File: config.mk
export PLATFORM = sky130hd
export DESIGN_NAME = wb_port_arbiter
export DESIGN_NICKNAME = d
export VERILOG_FILES = /design/src/rtl/wb_port_arbiter_pkg.sv /design/src/rtl/wb_result_fifo.sv /design/src/rtl/wb_port_arbiter.sv
export SDC_FILE = /design/constraint.sdc
export NUM_CORES = 1
export LEC_CHECK = 0
export CORE_MARGIN = 4
export CORE_UTILIZATION = 30
export DETAILED_ROUTE_END_ITERATION = 10
export SYNTH_ARGS = -nofsm -noshare
export SYNTH_HDL_FRONTEND = slang
export SYNTH_SLANG_ARGS = --single-unit
File: constraint.sdc
create_clock -name clk -period 7.7 [get_ports clk]
set_input_delay 1.54 -clock clk [delete_from_list [all_inputs] [get_ports clk]]
set_output_delay 1.54 -clock clk [all_outputs]
set_load 0.005 [all_outputs]
File: src/rtl/wb_port_arbiter_pkg.sv
// Shared types for the register-file write-port arbiter: FSM states, register address width
// and the per-entry tag kept by the multi-cycle result FIFO.
package wb_port_arbiter_pkg;

  localparam int unsigned REG_ADDR_W = 5;

  typedef enum logic [0:0] {
    S_NORM  = 1'b0,
    S_FORCE = 1'b1
  } wb_state_e;

  // Data lives in a separate array so the FIFO can follow the arbiter's XLEN parameter.
  typedef struct packed {
    logic                  live;
    logic [REG_ADDR_W-1:0] rd;
  } fifo_tag_t;

  function automatic logic rd_match(input logic [REG_ADDR_W-1:0] a,
                                    input logic [REG_ADDR_W-1:0] b);
    return (a != '0) && (a == b);
  endfunction

endpackage

File: src/rtl/wb_result_fifo.sv
// Multi-cycle result queue with per-entry kill-by-rd and a live-rd CAM for decode hazards.
module wb_result_fifo
  import wb_port_arbiter_pkg::*;
#(
  parameter int unsigned DEPTH = 4,
  parameter int unsigned XLEN  = 32
) (
  input  logic                  clk,
  input  logic                  rst_n,
  input  logic                  push,
  input  logic                  push_live,
  input  logic [REG_ADDR_W-1:0] push_rd,
  input  logic [XLEN-1:0]       push_data,
  input  logic                  pop,
  input  logic                  kill,
  input  logic [REG_ADDR_W-1:0] kill_rd,
  input  logic [REG_ADDR_W-1:0] rs1,
  input  logic [REG_ADDR_W-1:0] rs2,
  output logic                  head_valid,
  output logic                  head_live,
  output logic [REG_ADDR_W-1:0] head_rd,
  output logic [XLEN-1:0]       head_data,
  output logic                  full,
  output logic                  pend_hit
);

  localparam int unsigned AW = $clog2(DEPTH);

  fifo_tag_t       tag_q  [DEPTH];
  logic [XLEN-1:0] data_q [DEPTH];
  logic [AW-1:0]   wr_ptr_q;
  logic [AW-1:0]   rd_ptr_q;
  logic [AW:0]     count_q;

  assign head_valid = (count_q != '0);
  assign full       = (count_q == (AW + 1)'(DEPTH));
  assign head_live  = tag_q[rd_ptr_q].live;
  assign head_rd    = tag_q[rd_ptr_q].rd;
  assign head_data  = data_q[rd_ptr_q];

  // Kill first, then pop, then push: a popped slot is cleared so live implies occupied,
  // and a push never lands on the head slot because push is gated by !full.
  always_ff @(posedge clk) begin
    if (!rst_n) begin
      wr_ptr_q <= '0;
      rd_ptr_q <= '0;
      count_q  <= '0;
      for (int i = 0; i < DEPTH; i++) begin
        tag_q[i] <= '0;
      end
    end else begin
      for (int i = 0; i < DEPTH; i++) begin
        if (kill && tag_q[i].live && (tag_q[i].rd == kill_rd)) begin
          tag_q[i].live <= 1'b0;
        end
      end
      if (pop) begin
        tag_q[rd_ptr_q].live <= 1'b0;
        rd_ptr_q             <= rd_ptr_q + 1'b1;
      end
      if (push) begin
        tag_q[wr_ptr_q] <= '{live: push_live, rd: push_rd};
        wr_ptr_q        <= wr_ptr_q + 1'b1;
      end
      case ({push, pop})
        2'b10:   count_q <= count_q + 1'b1;
        2'b01:   count_q <= count_q - 1'b1;
        default: count_q <= count_q;
      endcase
    end
  end

  always_ff @(posedge clk) begin
    if (push) begin
      data_q[wr_ptr_q] <= push_data;
    end
  end

  always_comb begin
    pend_hit = 1'b0;
    for (int i = 0; i < DEPTH; i++) begin
      if (tag_q[i].live && (rd_match(rs1, tag_q[i].rd) || rd_match(rs2, tag_q[i].rd))) begin
        pend_hit = 1'b1;
      end
    end
  end

endmodule

File: src/rtl/wb_port_arbiter.sv
// Shares the register-file write port between pipeline writeback and queued multi-cycle
// results; pipeline wins, queued results drain in free slots or on a forced stall.
module wb_port_arbiter
  import wb_port_arbiter_pkg::*;
#(
  parameter int unsigned DEPTH      = 4,
  parameter int unsigned STARVE_LIM = 8,
  parameter int unsigned XLEN       = 32
) (
  input  logic                  clk,
  input  logic                  rst_n,
  input  logic                  pipe_we,
  input  logic [REG_ADDR_W-1:0] pipe_rd,
  input  logic [XLEN-1:0]       pipe_data,
  input  logic                  mc_valid,
  input  logic [REG_ADDR_W-1:0] mc_rd,
  input  logic [XLEN-1:0]       mc_data,
  output logic                  mc_ready,
  output logic                  pipe_stall,
  input  logic [REG_ADDR_W-1:0] rs1_q,
  input  logic [REG_ADDR_W-1:0] rs2_q,
  output logic                  pend_hit,
  output logic                  rf_we,
  output logic [REG_ADDR_W-1:0] rf_waddr,
  output logic [XLEN-1:0]       rf_wdata
);

  localparam int unsigned CW = $clog2(STARVE_LIM) + 1;

  wb_state_e             state_q, state_d;
  logic [CW-1:0]         wait_q, wait_d;
  logic                  rf_we_d;
  logic [REG_ADDR_W-1:0] rf_waddr_d;
  logic [XLEN-1:0]       rf_wdata_d;

  logic                  pipe_wr;
  logic                  mc_push;
  logic                  push_live;
  logic                  pop;
  logic                  head_valid;
  logic                  head_live;
  logic [REG_ADDR_W-1:0] head_rd;
  logic [XLEN-1:0]       head_data;
  logic                  fifo_full;

  // A pipeline write during a forced drain is a protocol error and is dropped entirely.
  assign pipe_wr    = (state_q == S_NORM) && pipe_we && (pipe_rd != '0);
  assign mc_ready   = !fifo_full;
  assign mc_push    = mc_valid && mc_ready && (mc_rd != '0);
  assign push_live  = !(pipe_wr && (pipe_rd == mc_rd));
  assign pipe_stall = (state_q == S_FORCE);

  wb_result_fifo #(
    .DEPTH (DEPTH),
    .XLEN  (XLEN)
  ) u_fifo (
    .clk        (clk),
    .rst_n      (rst_n),
    .push       (mc_push),
    .push_live  (push_live),
    .push_rd    (mc_rd),
    .push_data  (mc_data),
    .pop        (pop),
    .kill       (pipe_wr),
    .kill_rd    (pipe_rd),
    .rs1        (rs1_q),
    .rs2        (rs2_q),
    .head_valid (head_valid),
    .head_live  (head_live),
    .head_rd    (head_rd),
    .head_data  (head_data),
    .full       (fifo_full),
    .pend_hit   (pend_hit)
  );

  always_comb begin
    state_d    = state_q;
    wait_d     = wait_q;
    pop        = 1'b0;
    rf_we_d    = 1'b0;
    rf_waddr_d = '0;
    rf_wdata_d = '0;
    unique case (state_q)
      S_NORM: begin
        if (pipe_wr) begin
          rf_we_d    = 1'b1;
          rf_waddr_d = pipe_rd;
          rf_wdata_d = pipe_data;
        end else if (head_valid) begin
          pop = 1'b1;
          if (head_live) begin
            rf_we_d    = 1'b1;
            rf_waddr_d = head_rd;
            rf_wdata_d = head_data;
          end
        end
        if (head_valid && !pop) begin
          if (wait_q == CW'(STARVE_LIM - 1)) begin
            state_d = S_FORCE;
            wait_d  = '0;
          end else begin
            wait_d = wait_q + 1'b1;
          end
        end else begin
          wait_d = '0;
        end
      end
      S_FORCE: begin
        pop = head_valid;
        if (head_valid && head_live) begin
          rf_we_d    = 1'b1;
          rf_waddr_d = head_rd;
          rf_wdata_d = head_data;
        end
        wait_d  = '0;
        state_d = S_NORM;
      end
      default: begin
        state_d = S_NORM;
        wait_d  = '0;
      end
    endcase
  end

  always_ff @(posedge clk) begin
    if (!rst_n) begin
      state_q  <= S_NORM;
      wait_q   <= '0;
      rf_we    <= 1'b0;
      rf_waddr <= '0;
      rf_wdata <= '0;
    end else begin
      state_q  <= state_d;
      wait_q   <= wait_d;
      rf_we    <= rf_we_d;
      rf_waddr <= rf_waddr_d;
      rf_wdata <= rf_wdata_d;
    end
  end

endmodule

After elaboration in Yosys (flattened, before gate mapping)
Memory sizes are Yosys's and may differ from the RTL's. A register that Yosys moved wholly into a read port is not among the register bits.
Index checks and enable logic that the tools add are counted.
{"block": "op_classes", "addsub": 5, "eq_ne": 17, "muxes": 61, "bitwise": 5, "reduce_logical": 41}
{"operator": "2-to-1 mux 32 bit", "n": 4}
{"operator": "== test 5 bit", "n": 13}
{"operator": "one-hot mux 32 bit (2 select lines)", "n": 1}
{"operator": "2-to-1 mux 1 bit", "n": 37}
{"operator": "logical AND 1 bit", "n": 27}
{"operator": "2-to-1 mux 5 bit", "n": 4}
{"operator": "nonzero test 5 bit", "n": 4}
{"operator": "2-to-1 mux 2 bit", "n": 6}
{"operator": "one-hot mux 5 bit (2 select lines)", "n": 1}
{"operator": "2-to-1 mux 4 bit", "n": 2}
{"operator": "one-hot mux 4 bit (2 select lines)", "n": 1}
{"operator": "2-to-1 mux 6 bit", "n": 1}
{"operator": "one-hot mux 1 bit (2 select lines)", "n": 3}
{"operator": "one-hot mux 3 bit (2 select lines)", "n": 1}
{"operator": "OR reduction 6 bit", "n": 1}
{"operator": "adder 2 x 1 -> 2 bit (second input constant)", "n": 2}
{"operator": "adder 4 x 1 -> 4 bit (second input constant)", "n": 1}
{"operator": "== test 4 x 3 -> 1 bit (second input constant)", "n": 1}
{"operator": "logical OR 1 bit", "n": 4}
{"operator": "bitwise OR 1 bit", "n": 4}
{"operator": "adder 3 x 1 -> 3 bit (second input constant)", "n": 1}
{"operator": "== test 3 bit (second input constant)", "n": 1}
{"operator": "logical NOT 1 bit", "n": 3}
{"operator": "nonzero test 3 bit", "n": 1}
{"operator": "other kinds (5)", "n": 5}
{"block": "word_totals", "ff_bits": 50, "ram_bits": 152, "inputBits": 88, "out_inout_bits": 41, "elab_cells": 139, "memories": 2}
{"memory": "u_fifo.data_q", "words": 4, "width": 32, "read_ports": 1, "rd_clocked_by_memory_dff": 1, "wr": 1, "line_no": "wb_result_fifo.sv:30", "source": "logic [XLEN-1:0] data_q [DEPTH];"}
{"memory": "u_fifo.tag_q", "words": 4, "width": 6, "read_ports": 5, "rd_clocked_by_memory_dff": 1, "wr": 5, "line_no": "wb_result_fifo.sv:29", "source": "fifo_tag_t tag_q [DEPTH];"}

Longest topological paths before layout
Gate-level depths: netlist of the first run.
{"block": "depth", "ltp_word": 11, "depth_mapped": 11, "mapped_depth_nobuf": 10}

Cells and area by module
Synthesis of the first run repeated with hierarchy kept, for this count alone.
{"block": "unflattened", "cells_unflattened": 601, "area_unflattened_um2": 8844.7}
{"module": "wb_result_fifo", "n_inst": 1, "cells_each": 402, "area_per_inst_um2": 7031.7, "seq_area_each_um2": 4744.6}
{"module": "wb_port_arbiter", "n_inst": 1, "cells_each": 199, "area_per_inst_um2": 1813.0, "seq_area_each_um2": 860.8}

Least setup slack after synthesis of the first run
Ideal clock, no wire load.
{"block": "synth_path", "kind": "input-to-output", "start": "input rs2_q[0]", "end": "output pend_hit", "arrival_time_ns": 2.734, "slack_ns": 3.426, "cell_stages": 6, "path_cell_list": "clkbuf_1 -> or4_1 -> nor2_1 -> nor4_1 -> o21ai_0 -> nand4_1"}
{"block": "synth_via", "elab_chain_cells": 8, "word_cells_on_any_way": 21}
{"item": "start: declaration", "line_no": "wb_port_arbiter.sv:21", "source": "input logic [REG_ADDR_W-1:0] rs2_q,"}
{"item": "== test 5 bit / nonzero test 5 bit (equally long branches)", "line_no": "wb_port_arbiter_pkg.sv:20", "source": "return (a != '0) && (a == b);"}
{"item": "logical AND 1 bit", "line_no": "wb_port_arbiter_pkg.sv:20"}
{"item": "logical OR 1 bit", "line_no": "wb_result_fifo.sv:82", "source": "if (tag_q[i].live && (rd_match(rs1, tag_q[i].rd) || rd_match(rs2, tag_q[i].rd))) begin"}
{"item": "logical AND 1 bit", "line_no": "wb_result_fifo.sv:82"}
{"item": "2-to-1 mux 1 bit (3 in series)", "line_no": "wb_result_fifo.sv:82"}
{"item": "2-to-1 mux 1 bit (*)", "line_no": "wb_result_fifo.sv:82"}
{"item": "end: declaration", "line_no": "wb_port_arbiter.sv:22", "source": "output logic pend_hit,"}
Mark *: on every way between the ends. The rest lies on a longest branch, timed or not.

Worst setup path after layout of the first run
Same ends and word-level chain as after synthesis.

==> flow_summary.ini, run 1 <==
[run_status]
outcome = finished clean

[sta]
fmax_ghz = 0.190
period_minus_slack_ns = 5.27
rsz0062_at_grt = false
setup-tns-final_ns = 0
setup_viol = 0
max-slew-margin-rel = 0.298
setup_ws_ns = 2.43
finalClockSkew_ns = 0.0179
tightest_slew_ns = 1.05
final-max-slew-violation-count = 0
min_period_over_period = 0.685
final_hold_viol_count = 0

[power]
power.density_nw_per_um2 = 285
max-vdd-ir-drop_mv = 0.144
fin_total_pwr_mw = 3.09
p_leak_nw = 3.61

[hold_path]
holdCritStartpoint = wait_q[0]$_SDFF_PP0_
hold_path_class = flop to flop
hold_path_depth = 1

[setup_path]
cp_cell_sequence = clkdlybuf4s50_1, or4_1, nor2_1, nor4_1, o21ai_0, nand4_1, clkdlybuf4s50_1
crit_top_cell = clkdlybuf4s50_1
critPathMaxFanout = 5
required_ns = 6.16
cp-end-kind = primary output
rr_worst_depth = 5
crit_path_max_incr_delay_ns = 0.55
r2r_start = u_fifo.count_q[0]$_SDFFE_PN0P_
crit_type = primary input to primary output
cpMaxStageDelayCell = or4_1
critPathLaunch = rs2_q[0]
crit_arrival_ns = 3.73
start_kind = primary input

[yosys]
ys_types = 34
synth_xor_area_frac = 0.0734
ys.flop_type = edfxtp_1
yosys-mux-area-fraction = 0.101
yosysWarnings = 0
ys_ff_latch = 204
synth_edf_count = 152
synth_compound_area_frac = 0.0511
async_reset_ff_frac = 0
syn-cell-area_um2 = 8470
netlist_instances = 527
syn_avg_cell_area_um2 = 16.1
synth_fa_ha_area_frac = 0.0171
yosysSeqAreaShare = 0.662
synth_fp_nets = 626
synth_top_family_by_area = multiplexers
synthSimpleGateAreaFrac = 0.0712

[global_routing]
antenna_found_initial = 1
grt_pass1_vias = 5096
gr-total-overflow = 0
grt_max_degree = 39
grt_first_pass_wirelength_um = 29800
grt_usage = 0.123

[floorplanning]
die_w_um = 176
io_pins = 129
dieHeight_um = 176
start_util = 0.304
core_um2 = 27900
num_rows = 61
dieArea_um2 = 31000

[routing]
drc_errors = 0
ant_nets = 0
drt-initial-drc-count = 214
met3_wirelength_um = 1310
met1Wirelength_um = 8470
highest_layer = met5
wl_um = 19400
wl_per_cell_um = 18.6
vias = 4805
via_per_inst = 4.61
firstDrtPassIters = 4
wl_met2_um = 9270

[cts]
cts_htree_levels = 1
cts_buffers = 23
clk_latency_ns = 0.50
clockRootBuffer = clkbuf_16
cts.repair.resized = 0
cts_setup_buffers = 0
clk_path_buf_depth = 3
clkSinkCount = 204
hold_buffers = 0
cts_tree = yes
path_clk_slew_ns = 0.05

[place]
place_ws_ns = 2.47
port_buffers = 128
hpwl_um = 12300
finalWeightedCongestion = 0.901
place_area_um2 = 10100

[finish]
mostFrequentLayoutCells = edfxtp_1 (152), clkdlybuf4s50_1 (128), dfxtp_1 (50)
layout-drive-gt1-share = 0.125
antenna_cells = 0
fin_area_um2 = 10800
fillers = 2596
nets = 747
layout_commonest_cell = edfxtp_1
area_growth_pct = 27.9

[run]
cap_violations = 0
==> power by group <==
part           switching (mW)  internal (mW)  total (mW)
sequential              0.113           1.32        1.43
combinational           0.263          0.327       0.590
clock                   0.410          0.660        1.07
==> area by class of cell <==
cell class	count	area (um^2)	area share
clock inverter	4	73.8	0.00681
inverter	11	41.3	0.00381
tap	378	473	0.0436
sequential	204	5610	0.518
clock buffer	38	672	0.0620
multi-input combinational	278	2670	0.246
timing repair buffer	130	1300	0.120
==> worst max-delay path: cells and delay by family <==
kind	cells	cell delay, ns
simple gates	4	1.01
buf+inv	2	0.99
compound gates	1	0.18
==> synthesized netlist by cell type (3+ instances only) <==
| library cell | count | area [um^2] |
|---|---|---|
| ha_1 | 10 | 125 |
| a21oi_1 | 7 | 35.0 |
| xnor2_1 | 49 | 429 |
| mux4_2 | 38 | 856 |
| nor2b_1 | 5 | 31.3 |
| and2_1 | 24 | 150 |
| nor3_1 | 4 | 20.0 |
| xor2_1 | 22 | 193 |
| inv_1 | 11 | 41.3 |
| nand3_1 | 12 | 60.1 |
| a22o_1 | 35 | 307 |
| buf_2 | 5 | 25.0 |
| nand2b_1 | 4 | 25.0 |
| nor4_1 | 9 | 56.3 |
| nor2_1 | 16 | 60.1 |
| nand4_1 | 7 | 43.8 |
| edfxtp_1 | 152 | 4560 |
| clkbuf_1 | 24 | 90.1 |
| o21ai_0 | 5 | 25.0 |
| buf_6 | 4 | 45.0 |
| dfxtp_1 | 52 | 1040 |
| a311o_1 | 4 | 40.0 |
| nand2_1 | 9 | 33.8 |
| or4_1 | 3 | 22.5 |
| and3_1 | 6 | 37.5 |
==> worst paths after layout <==
path | endpoint | slack, ns
hold reg to reg | wait_q[0]$_SDFF_PP0_ | 0.45
setup reg to reg | u_fifo.tag_q[1][5]$_SDFFCE_PN0P_ | 4.96
hold / removal | wait_q[0]$_SDFF_PP0_ | 0.45
setup / recovery | pend_hit | 2.43
==> metal layers <==
metal	GRT usage	vias up
met5	0	-
met4	0.0244	2
met3	0.0328	26
met2	0.207	145
li1	-	2242
met1	0.161	2390
==> kinds of logic (layout without fill, tap and decap cells) <==
group / after synthesis / after routing
mux: 38 / 38
fa+ha+maj: 11 / 11
compound gates: 53 / 53
simple gates: 105 / 105
buf+inv: 45 / 183
flops: 204 / 204
xor+xnor: 71 / 71
==> per-stage QoR <==
stage,cells,hold WS (ns),utilization
4_1_cts,1043,0.455,0.389
2_1_floorplan,527,0.418,-
5_1_grt,1043,0.472,0.389
6_report,1043,0.454,0.389
3_5_place_dp,1001,0.443,0.362
3_3_place_gp,1001,0.431,0.362
==> state kept, by name, indices dropped and copies added, names as in the netlist, named ones only <==
signal and cells:
u_fifo.tag_q 24, rf_we 1, wait_q 4, u_fifo.count_q 3, u_fifo.wr_ptr_q 2, rf_wdata 32
u_fifo.rd_ptr_q 2, pipe_stall 1, u_fifo.data_q 128, rf_waddr 5
No activity file was read; power rests on OpenSTA's default activity.
==> run 2: changes to the inputs <==
==> constraint.sdc (replaced) <==
create_clock -name clk -period 5 [get_ports clk]
set_input_delay 1 -clock clk [delete_from_list [all_inputs] [get_ports clk]]
set_output_delay 1 -clock clk [all_outputs]
set_load 0.005 [all_outputs]
==> flow_summary.ini, run 2 (synthesis results as in run 1) <==
[sta]
setup-tns-final_ns = 0
final-max-slew-violation-count = 0
tightest_slew_ns = 1.02
min_period_over_period = 0.835
holdWs_ns = 0.443
final_hold_viol_count = 0
finalClockSkew_ns = 0.00540
max-slew-margin-rel = 0.321
period_minus_slack_ns = 4.18
fmax_ghz = 0.239
setup_viol = 0
rsz0062_at_grt = false

[setup_path]
critPathMaxFanout = 5
cpMaxStageDelayCell = clkdlybuf4s50_1
crit_top_cell = clkdlybuf4s50_1
required_ns = 4.00
crit_type = primary input to primary output
cp_cell_sequence = clkdlybuf4s50_1, or4_1, nor2_1, nor4_1, o21ai_0, nand4_1, clkdlybuf4s50_1
cp_num_buf_inv = 2
cp-end-kind = primary output
crit_path_max_incr_delay_ns = 0.54
start_kind = primary input
crit_arrival_ns = 3.18
cp_top_family = buffers and inverters

[cts]
hold_buffers = 0
cts_setup_buffers = 0
cts_tree = yes
cts.repair.resized = 0
clk_latency_ns = 0.50
cts_buffers = 23
clockRootBuffer = clkbuf_16
path_clk_slew_ns = 0.05
clkSinkCount = 204
clk_path_buf_depth = 3
cts_htree_levels = 1

[place]
finalWeightedCongestion = 0.856
hpwl_um = 12400
port_buffers = 128

[run_status]
outcome = finished clean

[finish]
layout_commonest_cell = edfxtp_1
largest_reg_flops = 128
layout-drive-gt1-share = 0.134
antenna_cells = 0
top_regs = u_fifo.data_q (128), rf_wdata (32), u_fifo.tag_q (24)
area_growth_pct = 28.8
largest_register = u_fifo.data_q
mostFrequentLayoutCells = edfxtp_1 (152), clkdlybuf4s50_1 (128), dfxtp_1 (50)
nets = 753
final_util = 0.392

[global_routing]
grt_pass1_vias = 5121
grt_usage = 0.121
gr-total-overflow = 0
antenna_found_initial = 0
grt_max_degree = 39
grt_first_pass_wirelength_um = 29300

[floorplanning]
io_pins = 129
dieArea_um2 = 31000
start_util = 0.304
core_um2 = 27900
die_w_um = 176
dieHeight_um = 176
num_rows = 61

[power]
power.switching_mw = 1.21
pwr-share-comb = 0.190
max-vdd-ir-drop_mv = 0.285
intPower_mw = 3.60
p_clk_frac = 0.352
p_leak_nw = 3.66
swShare = 0.252
pwr-share-seq = 0.458
power.density_nw_per_um2 = 441

[routing]
wl_um = 19200
wl_per_cell_um = 18.3
drc_errors = 0
drt-initial-drc-count = 271
vias = 4814
via_per_inst = 4.59
firstDrtPassIters = 4
ant_nets = 0

[hold_path]
hold_path_class = flop to flop

[run]
cap_violations = 0
==> run 2: cell count changes in the layout (fill, tap and decap cells not counted) <==
cell | previous run | this run
clkbuf_8 | 4 | 3
clkbuf_1 | 11 | 10
buf_4 | 2 | 8
clkbuf_16 | 23 | 25
==> run 2: layer usage <==
metal	up-vias	wire (um)	track usage
met1	2350	8210	0.161
met5	-	0	0
li1	2263	-	-
met4	0	467	0.0299
met3	37	1290	0.0289
met2	164	9240	0.202
==> run 2: area by class of cell <==
type | count | area (um^2)
Fill cell | 2596 | 16900
Sequential cell | 204 | 5610
Multi-Input combinational cell | 278 | 2670
Timing Repair Buffer | 136 | 1340
Clock buffer | 38 | 704
Tap cell | 378 | 473
Clock inverter | 4 | 73.8
Inverter | 11 | 41.3
==> run 2: through the flow <==
stage,setup slack (ns),std cells,power [mW],instance area [um^2]
6_report,0.824,1049,4.81,10900
5_1_grt,0.636,1049,5.06,10900
4_1_cts,0.860,1049,4.90,10900
3_5_place_dp,0.836,1007,3.18,10100
3_3_place_gp,0.891,1007,3.17,10100
2_1_floorplan,1.63,527,2.81,8470
==> run 2: worst paths after layout <==
check,endpoint,from,slack [ns],cells after the start
max,pend_hit,rs2_q[3],0.82,7
min,wait_q[0]$_SDFF_PP0_,wait_q[0]$_SDFF_PP0_,0.44,1
max reg2reg,u_fifo.tag_q[1][5]$_SDFFCE_PN0P_,u_fifo.count_q[0]$_SDFFE_PN0P_,2.34,6
min reg2reg,wait_q[0]$_SDFF_PP0_,wait_q[0]$_SDFF_PP0_,0.44,1
==> run 2: power groups by stage <==
stage | clock network (mW) | registers, mW | logic, mW
CTS | 1.75 | 2.22 | 0.933
global placement | 0 | 2.25 | 0.927
detailed placement | 0 | 2.25 | 0.928
finish | 1.69 | 2.20 | 0.914
floorplan | 0 | 2.12 | 0.684
global route | 1.83 | 2.24 | 0.988
==> run 2: worst register-to-register path, stage by stage (launching register included) <==
cell      delay [ns]
dfxtp_1         0.33
or3b_2          0.52
o211a_1         0.27
and2_2          0.24
buf_4           0.30
nand2b_1        0.38
a311o_1         0.39
